==> src/rtl/ravan_pkg.sv <==
// Shared RAVAN definitions: key geometry and the key loader state encoding.
package ravan_pkg;

  localparam int unsigned RAVAN_WORD_W = 64;
  localparam int unsigned RAVAN_KEY_W  = 512;

  typedef enum logic [1:0] {
    KL_IDLE,
    KL_LOAD,
    KL_SETTLE,
    KL_READY
  } key_ld_state_t;

endpackage

==> src/rtl/ravan_key_loader.sv <==
// Assembles the master key from word beats into a shadow register and commits it
// atomically to key_out, then holds key_valid low while the hashing pipeline settles.
module ravan_key_loader
  import ravan_pkg::*;
#(
  parameter int unsigned WORD_W  = RAVAN_WORD_W,
  parameter int unsigned N_WORDS = RAVAN_KEY_W / RAVAN_WORD_W,
  parameter int unsigned SETTLE  = 4
) (
  input  logic                          clk,
  input  logic                          rst,
  input  logic                          kw_valid,
  output logic                          kw_ready,
  input  logic [WORD_W-1:0]             kw_data,
  input  logic                          kw_last,
  input  logic                          clear,
  output logic [WORD_W*N_WORDS-1:0]     key_out,
  output logic                          key_valid,
  output logic                          load_err,
  output logic [$clog2(N_WORDS):0]      word_cnt
);

  localparam int unsigned KEY_W = WORD_W * N_WORDS;
  localparam int unsigned CNT_W = $clog2(N_WORDS) + 1;
  localparam int unsigned SET_W = 8;

  key_ld_state_t    state;
  key_ld_state_t    state_next;
  logic [KEY_W-1:0] shadow;
  logic [KEY_W-1:0] merged;
  logic [SET_W-1:0] settle_cnt;
  logic             has_key;
  logic             accept;
  logic             is_final;
  logic             commit;
  logic             bad;

  // State register
  always_ff @(posedge clk) begin
    if (rst) begin
      state <= KL_IDLE;
    end else begin
      state <= state_next;
    end
  end

  // Next state, load outcome decode and shadow merge of the incoming word
  always_comb begin
    state_next = state;
    accept     = kw_valid && kw_ready;
    is_final   = (word_cnt == CNT_W'(N_WORDS - 1));
    commit     = accept && kw_last && is_final;
    bad        = accept && (kw_last != is_final);
    merged     = shadow;
    for (int i = 0; i < int'(N_WORDS); i++) begin
      if (word_cnt == CNT_W'(i)) begin
        merged[WORD_W*i +: WORD_W] = kw_data;
      end
    end

    unique case (state)
      KL_IDLE, KL_LOAD, KL_READY: begin
        if (commit) begin
          state_next = KL_SETTLE;
        end else if (bad) begin
          state_next = has_key ? KL_READY : KL_IDLE;
        end else if (accept) begin
          state_next = KL_LOAD;
        end
      end
      KL_SETTLE: begin
        if (settle_cnt == '0) begin
          state_next = KL_READY;
        end
      end
      default: state_next = KL_IDLE;
    endcase

    // Zeroize wins over any word arriving in the same cycle
    if (clear) begin
      state_next = KL_IDLE;
    end
  end

  // Datapath: shadow assembly, committed key, settle countdown and status flags
  always_ff @(posedge clk) begin
    if (rst) begin
      shadow     <= '0;
      key_out    <= '0;
      key_valid  <= 1'b0;
      has_key    <= 1'b0;
      load_err   <= 1'b0;
      word_cnt   <= '0;
      settle_cnt <= '0;
      kw_ready   <= 1'b1;
    end else if (clear) begin
      shadow     <= '0;
      key_out    <= '0;
      key_valid  <= 1'b0;
      has_key    <= 1'b0;
      load_err   <= 1'b0;
      word_cnt   <= '0;
      settle_cnt <= '0;
      kw_ready   <= 1'b1;
    end else begin
      load_err <= bad;
      kw_ready <= (state_next != KL_SETTLE);
      if (commit) begin
        key_out    <= merged;
        shadow     <= '0;
        word_cnt   <= '0;
        key_valid  <= 1'b0;
        has_key    <= 1'b1;
        settle_cnt <= SET_W'(SETTLE - 1);
      end else if (bad) begin
        shadow   <= '0;
        word_cnt <= '0;
      end else if (accept) begin
        shadow   <= merged;
        word_cnt <= word_cnt + CNT_W'(1);
      end
      if (state == KL_SETTLE) begin
        if (settle_cnt == '0) begin
          key_valid <= 1'b1;
        end else begin
          settle_cnt <= settle_cnt - SET_W'(1);
        end
      end
    end
  end

endmodule

==> config.mk <==
export PLATFORM = sky130hd
export DESIGN_NAME = ravan_key_loader
export DESIGN_NICKNAME = d
export VERILOG_FILES = /design/src/rtl/ravan_pkg.sv /design/src/rtl/ravan_key_loader.sv
export SDC_FILE = /design/constraint.sdc
export NUM_CORES = 2
export LEC_CHECK = 0
export ABC_CLOCK_PERIOD_IN_PS = 2500
export CORE_MARGIN = 2
export CORE_UTILIZATION = 45
export CTS_CLUSTER_DIAMETER = 100
export DETAILED_ROUTE_END_ITERATION = 8
export DONT_BUFFER_PORTS = 1
export SLEW_MARGIN = 20
export SYNTH_ARGS = -nofsm -noshare
export SYNTH_HDL_FRONTEND = slang
export SYNTH_SLANG_ARGS = --single-unit
==> constraint.sdc <==
create_clock -name clk -period 2.5 [get_ports clk]
set_clock_uncertainty 0.1 [all_clocks]
set_input_delay 0.25 -clock clk [delete_from_list [all_inputs] [get_ports clk]]
set_output_delay 0.25 -clock clk [all_outputs]
set_load 0.01 [all_outputs]
After elaboration in Yosys (flattened, before gate mapping). Cells that the tools add are included.

Add/sub/neg operators: 2. Eq/ne operators: 12. Muxes and demuxes: 21. Reductions and logical operators: 10.

Operators by type and width (count): 2-to-1 mux 64 bit (8); 2-to-1 mux 8 bit (3); equality test 4 x 3 -> 1 bit (second input constant) (4); 2-to-1 mux 2 bit (6); equality test 4 x 2 -> 1 bit (second input constant) (2); zero test 8 bit (1); subtractor 8 x 1 -> 8 bit (second input constant) (1); adder 4 x 1 -> 4 bit (second input constant) (1); equality test 2 bit (second input constant) (2); equality test 4 x 1 -> 1 bit (second input constant) (1); logical AND 1 bit (4); zero test 4 bit (1); one-hot mux 2 bit (2 select lines) (1); OR reduction 4 bit (1); 2-to-1 mux 1 bit (3); OR reduction 3 bit (1); equality test 2 x 1 -> 1 bit (second input constant) (1); zero test 2 bit (1); inequality test 2 bit (second input constant) (1); OR reduction 2 bit (1); inequality test 1 bit (1).

Word-level logic and storage cells: 54. Register bits: 1042. Bits of input ports: 69. Output and inout port bits: 519.

Logic depth before layout (Yosys ltp).
Word-level depth: 8. Depth in mapped cells: 9. Mapped depth without buffers: 6.

Worst setup path before layout. No wires, ideal clock.

Path kind: register to register. Start point: reg word_cnt[0]. End point: reg shadow[255]. Arrival: 1755 ps. Required time: 2330 ps. Path buffers: 4. Cell stages (with the launch flop): 10. Clock period less this slack: 1925 ps. Library setup time: 70 ps. Path slack: 575 ps. Cells stage by stage: dfxtp_1 ha_1 and3b_1 buf_2 o21a_1 nand2b_4 buf_6 buf_6 buf_2 a21oi_1.

Cells in the longest elaborated chain, start to end: 4. Elaborated cells on any way between the ends: 7. Classes of those cells: eq/ne (3); mux (1); reduce/logical (3).

RTL lines: from (decl) (line ravan_key_loader.sv:20) `output logic [$clog2(N_WORDS):0] word_cnt`; from (signal assigned) (line ravan_key_loader.sv:120) `word_cnt <= word_cnt + CNT_W'(1);`; equality test 4 x 3 -> 1 bit (line ravan_key_loader.sv:51) `is_final = (word_cnt == CNT_W'(N_WORDS - 1));`; inequality test 1 bit (line ravan_key_loader.sv:53) `bad = accept && (kw_last != is_final);`; logical AND 1 bit (line ravan_key_loader.sv:53); OR reduction 4 bit (no source line); to (signal assigned) (line ravan_key_loader.sv:119) `shadow <= merged;`; to (decl) (line ravan_key_loader.sv:29) `logic [KEY_W-1:0] shadow;`.

Several ways; a longest one is shown, not always the timed one. A chain may end at the register's enable or synchronous reset.

Final worst setup path.
Start point: reg word_cnt[1]. End point: reg shadow[328].

Same word-level chain as after synthesis.

==> impl_metrics.toml <==
[pwr]
peakVddDrop_v = 0.000494
power.density_nw_per_um2 = 753
p_leak_nw = 14.7

[placed_design]
hpwlAfterDp_microns = 74800
gp_congestion = 0.776
placed_cell_area_sq_um = 39400
portBuffers = 0

[floorplan]
design.core.area_sq_um = 84700
die_h_microns = 296
start_util_pct = 45.2
rows = 107
dieArea_sq_um = 87500
die_w_microns = 296
ioPinCount = 588

[clock_network]
cts.sinks = 978
root_buffer = "clkbuf_16"
cts_buffers = 104
ctsLongestPathBuffers = 3
cts_tree = "yes"
insertion_delay_ns = 0.67
h-tree-depth = 3
path_clk_slew_ns = 0.06

[global_route]
grt_pass1_vias = 27900
antenna_found_initial = 7
grtUsageTotal_pct = 26.4
gr-total-overflow = 0
grt_max_degree = 85
grt_first_pass_wirelength_microns = 178000

[synthesis]
synth_seq_cells = 978
seq_area_frac_synth_pct = 51.1
synthTopCellsByArea = "dfxtp_1 (51%), mux2i_1 (12%), nand2_1 (10%), a211oi_1 (8.8%), a21oi_1 (6.8%)"
synth_top_area_cell = "dfxtp_1"
synth_flop_cell = "dfxtp_1"
synthesis.nets = 4473
synthCells = 4399
ys_types = 39
synth_edf_count = 0
ys_async_sr_fraction_pct = 0
yosys_warnings = 0
avgSynthCellArea_sq_um = 8.71
synth_top_cell_area_share_pct = 51.1
synthesis.area_sq_um = 38300

[timing]
slew_violations = 0
setup_viol = 0
setup_tns_ns = 0
tightest_slew_ns = 1.18
period_minus_slack_ns = 2.33
rsz0062_at_grt = "no"
hold_violations = 0
fmax_mhz = 429
maxSlewHeadroom_pct = 21.6
post-route-period-util_pct = 93.3

[cells_and_area]
final_common_cell = "nand2_1"
final_cell_area_sq_um = 43700
syn_to_final_growth_pct = 14.0
fill_cells = 7922
fin_nets = 4338
multi_input_area_sq_um = 16700
drive_above_1_share_pct = 7.23
final_cell_mix = "nand2_1 (1,030), dfxtp_1 (977), a21oi_1 (517)"
regArea_sq_um = 19600

[setup_path]
critPathCaptureType = "register"
arrival_ns = 2.84
critPathKind = "register to register"
startpoint_type = "register"
crit_path_max_fanout = 32
cp_data_required_time_ns = 3.00

[routing]
first_pass_iters = 5
drt.antenna.violating_nets = 0
viasPerCell = 5.49
post_drt_wl_per_cell_microns = 22.1
drc = 0
drt-initial-drc-count = 1947
drt_wl_total_microns = 121000
vias = 30200

[run]
drv_cap = 0

[status]
status = "complete, no violations"

[min_path]
hold_path_class = "primary input to register"
==> metal layers <==
metal  vias to the layer above  GRT usage (%)  routed length, microns
li1                      14700              -                       -
met1                     14400           33.9                   51500
met2                       903           42.8                   56200
met3                       189           6.90                    9740
met4                         2           9.61                    3750
met5                         -              0                      13
==> path summary, 6_finish.rpt <==
path              depth (start not counted)      endpoint  slack [ns]         from
setup / recovery                          6   shadow[328]        0.17  word_cnt[1]
hold / removal                            2  key_out[267]        0.02          rst
setup reg to reg                          6   shadow[328]        0.17  word_cnt[1]
hold reg to reg                           2   shadow[240]        0.35  shadow[240]
==> synth_stat cells, types with 2 or more instances <==
cell type  count
xnor2_1        3
ha_1           5
and2_1         6
nand3b_1       5
nor3b_1        5
mux2i_1      448
dfxtp_1      978
clkbuf_1     233
buf_1         16
nand2b_1       2
or3_1          3
a31oi_1        3
buf_2        124
buf_4         29
nor2_1       461
nor3_1         7
nand2_1     1034
or2_2          4
nand3_1        8
inv_1          5
a211oi_1     450
a21oi_1      517
buf_6         31
and3b_1        2
o21ai_0        2
xor2_1         2
o211ai_1       4
==> cell families after synthesis <==
group | count (synthesis) | share of synthesized area, %
compound gates | 981 | 15.8
fa+ha+maj | 5 | 0.163
simple gates | 1544 | 15.5
buf+inv | 438 | 5.59
flops | 978 | 51.1
xor+xnor | 5 | 0.114
mux | 448 | 11.7
==> power by group <==
part,total (mW),leakage (nW),switching [mW],internal (mW)
combinational,1.23,5.11,0.881,0.351
sequential,15.6,7.88,0.0188,15.6
clock,16.0,1.75,6.42,9.58
total,32.9,14.7,7.32,25.6
==> what timing repair did <==
item                                   in CTS  in global routing
endpoints found under the hold margin     966                  0
setup buffers                               0                  0
hold buffers                               68                  0
setup endpoints to repair                   0                  3
resized for setup                           0                  1
==> worst max-delay path, cell delays in order (launching register included) <==
cell	delay, ns
dfxtp_1	0.40
inv_1	0.08
ha_1	0.19
nand3b_1	0.22
or2_2	0.94
nand2_1	0.11
a21oi_1	0.18
==> layout make-up <==
class	count	area share [%]
Sequential cell	978	44.8
Inverter	5	0.0430
Multi-Input combinational cell	2984	38.3
Antenna cell	7	0.0401
Tap cell	1144	3.28
Timing Repair Buffer	191	5.39
Clock buffer	150	6.98
Clock inverter	37	1.15
==> sequential cells by signal (all words and copies together) (netlist names), 2 cells and up <==
name        cells
key_out       512
settle_cnt      8
shadow        448
word_cnt        4
state           2
==> per-stage QoR <==
stage               power [mW]  util (%)  hold WS (ns)  cells  worst slack, ns
floorplan                 16.7         -         0.329   4399            0.575
finish                    32.9      51.5        0.0233   5496            0.167
global placement          16.8      46.5         0.288   5233            0.251
global route              33.8      51.5        0.0470   5493           0.0333
CTS                       33.1      51.5       0.00732   5488            0.177
detailed placement        16.8      46.5         0.293   5233            0.202
Note: power is estimated with default switching activity, not from simulation.
